File: config.mk
export PLATFORM = sky130hd
export DESIGN_NAME = edge_event_encoder
export DESIGN_NICKNAME = d
export VERILOG_FILES = /design/src/rtl/edge_event_encoder_pkg.sv /design/src/rtl/edge_priority_encoder.sv /design/src/rtl/edge_event_encoder.sv
export SDC_FILE = /design/constraint.sdc
export NUM_CORES = 1
export LEC_CHECK = 0
export CORE_AREA = 2 2 215 217
export DETAILED_ROUTE_END_ITERATION = 7
export DIE_AREA = 0 0 217 219
export GPL_ROUTABILITY_DRIVEN = 0
export PLACE_DENSITY = 0.39
export SKIP_LAST_GASP = 1
export SYNTH_ARGS = -nofsm -noshare
export SYNTH_HDL_FRONTEND = slang
export SYNTH_SLANG_ARGS = --single-unit
File: constraint.sdc
create_clock -name aclk -period 8.9 [get_ports aclk]
set_input_delay 1.78 -clock aclk [delete_from_list [all_inputs] [get_ports aclk]]
set_output_delay 1.78 -clock aclk [all_outputs]
set_load 0.03 [all_outputs]
File: src/rtl/edge_event_encoder_pkg.sv
// rtl/edge_event_encoder_pkg.sv - shared state encoding and tdata field layout
//
// Purpose: FSM state encoding and tdata field offsets for edge_event_encoder.
// Ports:   none (package)
package edge_event_encoder_pkg;

  typedef enum logic {
    IDLE  = 1'b0,
    DRAIN = 1'b1
  } state_t;

  // tdata layout, MSB to LSB: {lost, 1'b0, channel, timestamp}
  localparam int TS_LSB = 0;

  function automatic int ch_lsb(input int ts_w);
    return TS_LSB + ts_w;
  endfunction

  function automatic int lost_bit(input int ch_w, input int ts_w);
    return ts_w + ch_w + 1;
  endfunction

endpackage

File: src/rtl/edge_priority_encoder.sv
// rtl/edge_priority_encoder.sv - lowest-set-bit index encoder
//
// Purpose: combinational encoder; returns the index of the lowest set bit.
// Ports:
//   vec    in   2**CH_WIDTH   request vector
//   idx    out  CH_WIDTH      index of lowest set bit (0 when vec is zero)
//   valid  out  1             vec is non-zero
module edge_priority_encoder #(
  parameter int CH_WIDTH = 6
) (
  input  logic [(2**CH_WIDTH)-1:0] vec,
  output logic [CH_WIDTH-1:0]      idx,
  output logic                     valid
);

  localparam int CHANNELS = 2 ** CH_WIDTH;

  // Scan high to low so the last (lowest) hit wins.
  always_comb begin
    idx = '0;
    for (int i = CHANNELS - 1; i >= 0; i--) begin
      if (vec[i]) idx = CH_WIDTH'(i);
    end
  end

  assign valid = |vec;

endmodule

File: src/rtl/edge_event_encoder.sv
// rtl/edge_event_encoder.sv - time-stamps edge-pulse batches and serialises them to a stream
//
// Purpose: captures non-zero pulse vectors with a free-running timestamp and
//          emits one stream word per set channel, lowest channel first.
// Ports:
//   aclk           in   1                  clock
//   areset         in   1                  async reset, active-high
//   cfg_enable     in   1                  capture enable (drain continues when low)
//   din            in   2**CH_WIDTH        one-cycle event pulses
//   sts_busy       out  1                  batch pending
//   sts_lost       out  32                 saturating count of cycles with dropped events
//   m_axis_tdata   out  AXIS_TDATA_WIDTH   {lost, 1'b0, channel, timestamp}
//   m_axis_tvalid  out  1                  word valid
//   m_axis_tready  in   1                  downstream ready
module edge_event_encoder
  import edge_event_encoder_pkg::*;
#(
  parameter int CH_WIDTH         = 6,
  parameter int TS_WIDTH         = 56,
  parameter int AXIS_TDATA_WIDTH = 64
) (
  input  logic                        aclk,
  input  logic                        areset,
  input  logic                        cfg_enable,
  input  logic [(2**CH_WIDTH)-1:0]    din,
  output logic                        sts_busy,
  output logic [31:0]                 sts_lost,
  output logic [AXIS_TDATA_WIDTH-1:0] m_axis_tdata,
  output logic                        m_axis_tvalid,
  input  logic                        m_axis_tready
);

  localparam int CHANNELS = 2 ** CH_WIDTH;
  localparam int CH_LSB   = ch_lsb(TS_WIDTH);
  localparam int LOST_BIT = lost_bit(CH_WIDTH, TS_WIDTH);

  generate
    if (AXIS_TDATA_WIDTH != 2 + CH_WIDTH + TS_WIDTH) begin : g_width_check
      $error("edge_event_encoder: AXIS_TDATA_WIDTH must equal 2+CH_WIDTH+TS_WIDTH");
    end
  endgenerate

  state_t                state;
  logic [TS_WIDTH-1:0]   ts;
  logic [CHANNELS-1:0]   pend;
  logic [TS_WIDTH-1:0]   bts;
  logic                  blost;
  logic                  lost_sticky;

  logic [CHANNELS-1:0]   ev;
  logic [CH_WIDTH-1:0]   ch;
  logic                  pend_valid;
  logic [CHANNELS-1:0]   pend_after;
  logic                  hs;
  logic                  final_hs;

  edge_priority_encoder #(.CH_WIDTH(CH_WIDTH)) u_prio (
    .vec   (pend),
    .idx   (ch),
    .valid (pend_valid)
  );

  assign ev         = din & {CHANNELS{cfg_enable}};
  assign hs         = (state == DRAIN) && pend_valid && m_axis_tready;
  assign pend_after = pend & ~(CHANNELS'(1) << ch);
  assign final_hs   = hs && (pend_after == '0);

  always_ff @(posedge aclk or posedge areset) begin
    if (areset) begin
      ts          <= '0;
      state       <= IDLE;
      pend        <= '0;
      bts         <= '0;
      blost       <= 1'b0;
      lost_sticky <= 1'b0;
      sts_lost    <= '0;
    end else begin
      ts <= ts + TS_WIDTH'(1);
      case (state)
        IDLE: begin
          if (ev != '0) begin
            pend        <= ev;
            bts         <= ts;
            blost       <= lost_sticky;
            lost_sticky <= 1'b0;
            state       <= DRAIN;
          end
        end
        DRAIN: begin
          if (hs) begin
            pend  <= pend_after;
            blost <= 1'b0;
            if (final_hs) begin
              // A batch arriving on the final handshake is taken without a gap.
              if (ev != '0) begin
                pend        <= ev;
                bts         <= ts;
                blost       <= lost_sticky;
                lost_sticky <= 1'b0;
              end else begin
                state <= IDLE;
              end
            end
          end
          if ((ev != '0) && !final_hs) begin
            lost_sticky <= 1'b1;
            if (sts_lost != 32'hFFFF_FFFF) sts_lost <= sts_lost + 32'd1;
          end
        end
        default: state <= IDLE;
      endcase
    end
  end

  always_comb begin
    m_axis_tdata                      = '0;
    m_axis_tdata[LOST_BIT]            = blost;
    m_axis_tdata[CH_LSB +: CH_WIDTH]  = ch;
    m_axis_tdata[TS_LSB +: TS_WIDTH]  = bts;
  end

  assign m_axis_tvalid = (state == DRAIN);
  assign sts_busy      = (state == DRAIN);

endmodule
==> impl_metrics.ini, run 1 <==
[drt]
routed_wire_length_per_instance_um = 22.9
drc = 0
route.antenna.remaining_nets = 0
via_count = 10500
routed_wl_um = 45800
drt-vias-per-instance = 5.24
detail_route.first_pass.iterations = 5
dr.first_iter.drc_count = 865

[yosys]
async_reset_ff_share_pct = 100
ys_ff_latch = 211
mappedNetlistNets = 1301
synthesis.instances = 1231
synth_top_area_cell = sky130_fd_sc_hd__dfrtp_1
synthesis.yosys.warnings = 0
synth_edf_count = 0
syn_avg_cell_area_sq_um = 9.12
synth_largest_type_area_fraction_pct = 47.0
yosysSeqAreaShare_pct = 47.0
ys_dominant_reg_cell = sky130_fd_sc_hd__dfrtp_1
summed_instance_area_of_the_synthesized_netlist_sq_mm = 0.0112
yosys.cell_types.count = 75
post_synth_main_area_contributors = sky130_fd_sc_hd__dfrtp_1, sky130_fd_sc_hd__nand2_1, sky130_fd_sc_hd__xnor2_1

[grt]
grt_first_pass_wirelength_um = 69600
global_route.overflow_total = 0
grt.total_usage_pct = 19.1
grt_pass1_vias = 10800
antenna_violations_before_repair = 5
grt_max_degree = 107

[worst_setup_path]
path_max_fanout = 19
crit_family = simple AND/OR/NAND/NOR gates
timing.critical_path.to_type = flop
r2r_slack_ns = 2.85
worstReg2RegStart = pend[32]
critical_path.max_stage_delay_ns = 1.07
slowest_stage_cell_cp = sky130_fd_sc_hd__nor4_1
path_cells = nor4_1 > nor3_1 > or2_2 > o21ai_2 > nand3_1 > o31ai_1 > a21bo_2 > a2111oi_0 > and4bb_1 > a21oi_1 > nor2b_1 > and2_1 > a221o_1
cp.required_ns = 9.41
worstPathBufferInverterCount = 0
r2r_end = pend[55]
r2r_cells = 13
worst-endpoint-arrival_ns = 6.56
setup.worst_path.class = reg2reg
critical_path.startpoint_type = flop

[clocking]
postCtsResizedCells = 0
clkSinkCount = 211
clk-insertion-delay-late_ns = 0.58
postCtsHoldBufs = 0
tritoncts = done
htree_levels = 1
clock-root-buffer = sky130_fd_sc_hd__clkbuf_16
postCtsSetupRepairBufs = 0
cts.reportedPaths.clkPinSlew_ns = 0.06
cts_buffers = 27
clock_tree.buffer_depth = 3

[pwr]
power_uw = 5670
power.density_mw_per_mm2 = 393
max-vdd-ir-drop_mv = 0.523
total_leakage_power_uw = 0.00626

[layout]
design.final.nets = 1454
fillers = 4737
final_util_pct = 32.0
mostFrequentLayoutCells = sky130_fd_sc_hd__nand2_1, sky130_fd_sc_hd__dfrtp_1, sky130_fd_sc_hd__clkdlybuf4s50_1, sky130_fd_sc_hd__nor2_1, sky130_fd_sc_hd__xnor2_1
fin_cells = 2005
stdcell_area_sq_mm = 0.0144
layout_commonest_cell = sky130_fd_sc_hd__nand2_1
layout-drive-gt1-share_pct = 6.27
areaGrowthSynthToFinish_pct = 28.5

[timing]
maxSlewHeadroom_pct = 17.1
finalHoldViolations = 0
unrepaired_setup_endpoints_after_global_routing = false
timing.final.crit_period_ns = 6.05
final_max_slew_viol_count = 0
finalSetupViolations = 0
post-route-period-util_pct = 68.0
clock_skew_ns = 0.0189
achievable_freq_mhz = 165
worstMarginPinSlew_ns = 1.23
finalSetupTns_ns = 0

[floorplan]
die_h_um = 219
core_sq_mm = 0.0451
row_count = 78
floorplan.io_pins = 166
initial_utilization_pct = 24.9
fp.dieW_um = 217
die-area_sq_mm = 0.0475

[worst_hold_path]
min_delay_worst_endpoint = bts[3]
worstHoldPathType = reg2reg
worstHoldStart = bts[3]
min_delay_path_depth = 2

[place]
number_of_buffers_added_on_ports = 164
placedCellCount = 1955
dp_hpwl_um = 33100
dpl_cell_area_sq_mm = 0.0135

[job]
maxCapViolations = 0

[status]
outcome = finished clean
power breakdown:
group          internal, uW  switching, uW  leakage [uW]  total (uW)
logic                   984           2390       0.00293        3370
clock network           669            452      0.000436        1120
registers              1030            155       0.00289        1180
layer usage:
layer	global-route usage (%)	part of all wire, %	up-vias
met2	31.1	46	382
met4	6.42	3.7	8
met1	24.7	43	5212
met3	4.88	7.4	111
met5	0	0.096	-
li1	-	-	4797
registers in the layout, indices dropped and copies added (netlist names), named ones only:
| name | flops |
|---|---|
| m_axis_tvalid | 1 |
| sts_lost | 32 |
| blost | 1 |
| bts | 56 |
| pend | 64 |
| ts | 56 |
how the worst max path moves through the flow:
stage | from | endpoint | cells past startpoint | slack (ns)
5_1_grt | pend[32] | pend[55] | 13 | 2.49
6_report | pend[32] | pend[55] | 13 | 2.85
3_5_place_dp | din[32] | pend[6] | 9 | 2.54
3_3_place_gp | din[32] | pend[6] | 9 | 2.50
4_1_cts | pend[32] | pend[30] | 13 | 2.98
2_1_floorplan | areset | async pin | 1 | 1.35
Yosys cell counts, types with 11 or more instances:
cell / n
sky130_fd_sc_hd__inv_1: 24
sky130_fd_sc_hd__a21oi_1: 34
sky130_fd_sc_hd__xor2_1: 25
sky130_fd_sc_hd__and4_1: 11
sky130_fd_sc_hd__nor2b_1: 12
sky130_fd_sc_hd__a221o_1: 23
sky130_fd_sc_hd__and3_1: 29
sky130_fd_sc_hd__nand2_1: 271
sky130_fd_sc_hd__clkbuf_1: 38
sky130_fd_sc_hd__nand3_1: 36
sky130_fd_sc_hd__o211ai_1: 11
sky130_fd_sc_hd__nor2_1: 63
sky130_fd_sc_hd__a22o_1: 25
sky130_fd_sc_hd__xnor2_1: 60
sky130_fd_sc_hd__nand4_1: 41
sky130_fd_sc_hd__o21ai_0: 48
sky130_fd_sc_hd__o31ai_1: 17
sky130_fd_sc_hd__or4_1: 13
sky130_fd_sc_hd__nor4_1: 39
sky130_fd_sc_hd__dfrtp_1: 211
sky130_fd_sc_hd__nor3_1: 25
worst reg2reg max path, stage by stage, from the launching register on:
cell                        delay [ns]
sky130_fd_sc_hd__dfrtp_1          0.47
sky130_fd_sc_hd__nor4_1           1.07
sky130_fd_sc_hd__nor3_1           0.17
sky130_fd_sc_hd__or2_2            0.39
sky130_fd_sc_hd__o21ai_2          0.34
sky130_fd_sc_hd__nand3_1          0.49
sky130_fd_sc_hd__o31ai_1          0.63
sky130_fd_sc_hd__a21bo_2          0.29
sky130_fd_sc_hd__a2111oi_0        0.34
sky130_fd_sc_hd__and4bb_1         0.27
sky130_fd_sc_hd__a21oi_1          0.17
sky130_fd_sc_hd__nor2b_1          0.19
sky130_fd_sc_hd__and2_1           0.88
sky130_fd_sc_hd__a221o_1          0.29
area by class of cell:
cell class	instances	area, sq um	area share [%]
diodes	1	2.50	0.0173
inverters	27	109	0.754
flip-flops and latches	211	5280	36.6
multi-input cells	936	5610	38.9
well taps	600	751	5.20
clock inverters	7	103	0.711
clock buffers	42	792	5.49
repair buffers	181	1780	12.3
cell families (layout without fill, tap and decap cells):
| kind of cell | Yosys count | in the layout | synth area share [%] |
|---|---|---|---|
| other cells | 1 | 2 | 0.0334 |
| mux | 1 | 1 | 0.100 |
| simple gates | 585 | 585 | 25.4 |
| flops | 211 | 211 | 47.0 |
| fa+ha+maj | 2 | 2 | 0.223 |
| compound gates | 262 | 262 | 17.3 |
| buf+inv | 84 | 257 | 3.28 |
| xor+xnor | 85 | 85 | 6.63 |
stage by stage:
stage / hold slack [ns] / worst slack, ns
6_report: 0.476 / 2.85
5_1_grt: 0.494 / 2.49
4_1_cts: 0.478 / 2.98
3_5_place_dp: 0.461 / 2.54
3_3_place_gp: 0.461 / 2.50
2_1_floorplan: 0.445 / 1.35
No activity file was read; power rests on OpenSTA's default activity.
==> run 2, diff against run 1 <==
- clock period: 8.9 -> 6.2 ns (I/O delays scaled with it)
==> impl_metrics.ini, run 2 (same netlist as run 1, synthesis figures left out) <==
[worst_hold_path]
worstHoldPathType = reg2reg
min_delay_path_depth = 2
worstHoldStart = bts[40]
min_delay_worst_endpoint = bts[40]

[layout]
fin_cells = 2028
design.final.nets = 1476
stdcell_area_sq_mm = 0.0146
largest_reg_flops = 64
layout-drive-gt1-share_pct = 7.85
layout_top_registers = pend: 64 flops, bts: 56 flops, ts: 56 flops
layout_commonest_cell = sky130_fd_sc_hd__nand2_1
mostFrequentLayoutCells = sky130_fd_sc_hd__nand2_1, sky130_fd_sc_hd__dfrtp_1, sky130_fd_sc_hd__clkdlybuf4s50_1, sky130_fd_sc_hd__nor2_1, sky130_fd_sc_hd__xnor2_1
max_flop_register = pend
final_util_pct = 32.4
fillers = 4783
areaGrowthSynthToFinish_pct = 30.0

[worst_setup_path]
r2r_slack_ns = 0.43
r2r_end = pend[59]
setup.worst_path.class = reg2reg
worstReg2RegStart = pend[32]
critical_path.startpoint_type = flop
timing.critical_path.to_type = flop
cp.required_ns = 6.63
worst-endpoint-arrival_ns = 6.20
path_max_fanout = 8
r2r_cells = 15

[drt]
drt-vias-per-instance = 5.25
drc = 0
detail_route.first_pass.iterations = 5
dr.first_iter.drc_count = 929
routed_wire_length_per_instance_um = 22.9
routed_wl_um = 46400
via_count = 10600
route.antenna.remaining_nets = 0

[place]
dp_hpwl_um = 33800
dpl_cell_area_sq_mm = 0.0137
placedCellCount = 1976
number_of_buffers_added_on_ports = 164

[clocking]
postCtsHoldBufs = 0
cts.reportedPaths.clkPinSlew_ns = 0.06
clkSinkCount = 211
tritoncts = done
clk-insertion-delay-late_ns = 0.56
clock_tree.buffer_depth = 3
postCtsResizedCells = 0
clock-root-buffer = sky130_fd_sc_hd__clkbuf_16
htree_levels = 1
cts_buffers = 28
postCtsSetupRepairBufs = 0

[floorplan]
initial_utilization_pct = 24.9
core_sq_mm = 0.0451
floorplan.io_pins = 166
row_count = 78
fp.dieW_um = 217
die_h_um = 219
die-area_sq_mm = 0.0475

[grt]
grt_pass1_vias = 10900
grt_first_pass_wirelength_um = 70600
grt_max_degree = 103
global_route.overflow_total = 0
antenna_violations_before_repair = 5
grt.total_usage_pct = 19.5

[timing]
achievable_freq_mhz = 173
unrepaired_setup_endpoints_after_global_routing = false
timing.final.crit_period_ns = 5.77
finalSetupTns_ns = 0
worstMarginPinSlew_ns = 1.27
post-route-period-util_pct = 93.1
clock_skew_ns = 0.0186
final_max_slew_viol_count = 0
maxSlewHeadroom_pct = 14.8
finalHoldViolations = 0
finalSetupViolations = 0

[pwr]
power.density_mw_per_mm2 = 571
total_leakage_power_uw = 0.00636
max-vdd-ir-drop_mv = 0.873

[status]
outcome = finished clean

[job]
maxCapViolations = 0
## run 2: final cells by class
class | count | area, sq um | share of cell area (%)
Sequential cell | 211 | 5280 | 36.2
Clock buffer | 41 | 800 | 5.48
Antenna cell | 1 | 2.50 | 0.0171
Multi-Input combinational cell | 936 | 5610 | 38.4
Inverter | 27 | 105 | 0.720
Clock inverter | 10 | 95.1 | 0.652
Timing Repair Buffer | 202 | 1950 | 13.4
Tap cell | 600 | 751 | 5.14
## run 2: metrics by stage
| stage | power (uW) | hold slack (ns) | setup slack (ns) |
|---|---|---|---|
| global placement | 6650 | 0.464 | 0.618 |
| detailed placement | 6560 | 0.461 | 0.720 |
| global route | 8690 | 0.500 | 0.107 |
| finish | 8330 | 0.476 | 0.427 |
| CTS | 8210 | 0.481 | 0.632 |
| floorplan | 4540 | 0.445 | 1.75 |
## run 2: routing by layer
metal	global-route usage [%]	wire length (um)	vias up
met4	7.44	1760	8
met2	30.7	20800	436
met3	4.53	3490	107
met5	0	45	-
met1	25.9	20300	5262
li1	-	-	4835
## run 2: how the worst max path moves through the flow
stage / to / start / cells past startpoint / slack [ns]
after floorplan: bts[12] / pend[32] / 14 / 1.75
after global placement: pend[59] / pend[32] / 14 / 0.62
after detailed placement: pend[59] / pend[32] / 14 / 0.72
after CTS: pend[59] / pend[32] / 15 / 0.63
after global routing: sts_lost[9] / pend[32] / 13 / 0.11
final: pend[59] / pend[32] / 15 / 0.43
## run 2: critical path, stage by stage (launching register included)
cell                        delay (ns)
sky130_fd_sc_hd__dfrtp_1          0.49
sky130_fd_sc_hd__nor4_1           1.10
sky130_fd_sc_hd__a211oi_1         0.22
sky130_fd_sc_hd__a211o_1          0.42
sky130_fd_sc_hd__nor3_1           0.29
sky130_fd_sc_hd__o21ai_0          0.51
sky130_fd_sc_hd__o21a_1           0.40
sky130_fd_sc_hd__a211o_1          0.23
sky130_fd_sc_hd__a2111oi_0        0.39
sky130_fd_sc_hd__nand4_1          0.24
sky130_fd_sc_hd__nor4_4           0.57
sky130_fd_sc_hd__buf_4            0.23
sky130_fd_sc_hd__a21oi_1          0.08
sky130_fd_sc_hd__buf_4            0.18
sky130_fd_sc_hd__a21oi_1          0.19
sky130_fd_sc_hd__o21ai_0          0.11
## run 2: where the power goes
part | leakage [uW] | internal, uW | switching, uW | total (uW)
logic | 0.00303 | 1580 | 3470 | 5050
registers | 0.00289 | 1470 | 221 | 1690
clock network | 0.000435 | 933 | 652 | 1590
total | 0.00636 | 3980 | 4350 | 8330
==> run 3, diff against run 2 <==
- CAP_MARGIN: default -> 20
- CTS_BUF_LIST: default -> sky130_fd_sc_hd__clkbuf_16
==> impl_metrics.ini, run 3 (same netlist as run 1, synthesis figures left out) <==
[drt]
route.antenna.remaining_nets = 0
detail_route.first_pass.iterations = 6
via_count = 10700
dr.first_iter.drc_count = 997
drt-vias-per-instance = 5.28
drc = 0
routed_wl_um = 46200
routed_wire_length_per_instance_um = 22.8

[timing]
worstMarginPinSlew_ns = 1.00
finalHoldViolations = 0
achievable_freq_mhz = 185
clock_skew_ns = 0.0165
post-route-period-util_pct = 87.1
finalSetupViolations = 0
finalSetupTns_ns = 0
timing.final.crit_period_ns = 5.40
maxSlewHeadroom_pct = 32.5
final_max_slew_viol_count = 0
unrepaired_setup_endpoints_after_global_routing = false

[worst_setup_path]
r2r_cells = 16
number_of_cells_on_the_critical_path = 16
path_cells = nor4_1 > nand2_1 > a31oi_1 > o211ai_1 > nand2_1 > inv_2 > o31ai_1 > a21bo_1 > a221oi_1 > nand4_1 > nor4_4 > buf_4 > a21oi_1 > buf_4 > a21oi_1 > o21ai_0
worstPathBufferInverterCount = 3
setup.worst_path.class = reg2reg
timing.critical_path.to_type = flop
critical_path.max_stage_delay_ns = 0.81
slowest_stage_cell_cp = sky130_fd_sc_hd__nor4_1
worst-endpoint-arrival_ns = 5.84
path_max_fanout = 21
r2r_slack_ns = 0.80
crit_family = compound AO/OA/AOI/OAI gates
critical_path.startpoint_type = flop
cp.required_ns = 6.64

[floorplan]
fp.dieW_um = 217
row_count = 78
floorplan.io_pins = 166
die_h_um = 219
initial_utilization_pct = 24.9
die-area_sq_mm = 0.0475
core_sq_mm = 0.0451

[place]
number_of_buffers_added_on_ports = 164
dpl_cell_area_sq_mm = 0.0137
dp_hpwl_um = 33800

[layout]
fillers = 4781
stdcell_area_sq_mm = 0.0146
mostFrequentLayoutCells = sky130_fd_sc_hd__nand2_1, sky130_fd_sc_hd__dfrtp_1, sky130_fd_sc_hd__clkdlybuf4s50_1, sky130_fd_sc_hd__nor2_1, sky130_fd_sc_hd__xnor2_1
layout_commonest_cell = sky130_fd_sc_hd__nand2_1
largest_reg_flops = 64
design.final.nets = 1479
areaGrowthSynthToFinish_pct = 29.6
layout_top_registers = pend: 64 flops, bts: 56 flops, ts: 56 flops
max_flop_register = pend
layout-drive-gt1-share_pct = 7.30

[grt]
grt_pass1_vias = 10800
grt.total_usage_pct = 19.4
grt_max_degree = 103
antenna_violations_before_repair = 4
grt_first_pass_wirelength_um = 70600
global_route.overflow_total = 0

[pwr]
max-vdd-ir-drop_mv = 0.554
power_uw = 8240
total_leakage_power_uw = 0.00637
power.density_mw_per_mm2 = 567

[clocking]
postCtsResizedCells = 0
clkSinkCount = 211
tritoncts = done
postCtsHoldBufs = 0
clock-root-buffer = sky130_fd_sc_hd__clkbuf_16
cts.reportedPaths.clkPinSlew_ns = 0.06
htree_levels = 1
cts_buffers = 27
clock_tree.buffer_depth = 3
clk-insertion-delay-late_ns = 0.57
postCtsSetupRepairBufs = 0

[worst_hold_path]
worstHoldPathType = reg2reg
min_delay_path_depth = 1

[job]
maxCapViolations = 0

[status]
outcome = finished clean
-- run 3: cell types whose count changed in the layout (fill, tap and decap cells not counted), moves of 2 or more --
cell | previous run | this run
sky130_fd_sc_hd__clkbuf_8 | 5 | 0
sky130_fd_sc_hd__clkinv_1 | 2 | 8
sky130_fd_sc_hd__buf_4 | 36 | 38
sky130_fd_sc_hd__clkbuf_1 | 8 | 0
sky130_fd_sc_hd__clkinv_2 | 5 | 0
sky130_fd_sc_hd__inv_1 | 23 | 31
-- run 3: layer usage --
layer  global-route usage (%)  part of all wire, %
met1                     26.2                   43
met2                     30.8                   45
met4                     6.23                  3.5
met3                     4.46                  7.9
met5                        0                0.078
-- run 3: final cells by class --
cell class | instances | area (sq um) | area share (%)
Clock buffer | 27 | 676 | 4.64
Sequential cell | 211 | 5280 | 36.3
Inverter | 27 | 105 | 0.722
Timing Repair Buffer | 206 | 1990 | 13.7
Multi-Input combinational cell | 936 | 5610 | 38.6
Antenna cell | 1 | 2.50 | 0.0172
Clock inverter | 18 | 140 | 0.963
Tap cell | 600 | 751 | 5.16
-- run 3: path summary, 6_finish.rpt --
kind                               endpoint  startpoint
worst max register to register     pend[59]    pend[46]
min in group asynchronous       sts_lost[0]      areset
max in group asynchronous            bts[2]      areset
worst max-delay path               pend[59]    pend[46]
worst min register to register       ts[55]      ts[55]
worst min-delay path                 ts[55]      ts[55]
-- run 3: per-stage QoR --
step / cells / setup WS, ns / hold WS (ns) / utilization (%)
finish: 2026 / 0.802 / 0.471 / 32.3
global route: 2026 / 0.472 / 0.500 / 32.3
global placement: 1976 / 0.618 / 0.464 / 30.4
detailed placement: 1977 / 0.667 / 0.461 / 30.4
CTS: 2022 / 0.616 / 0.476 / 32.2
floorplan: 1231 / 1.75 / 0.445 / -
-- run 3: report_power, final --
group / switching (uW) / internal [uW] / total [uW]
clock network: 635 / 865 / 1500
registers: 221 / 1470 / 1690
logic: 3440 / 1610 / 5050
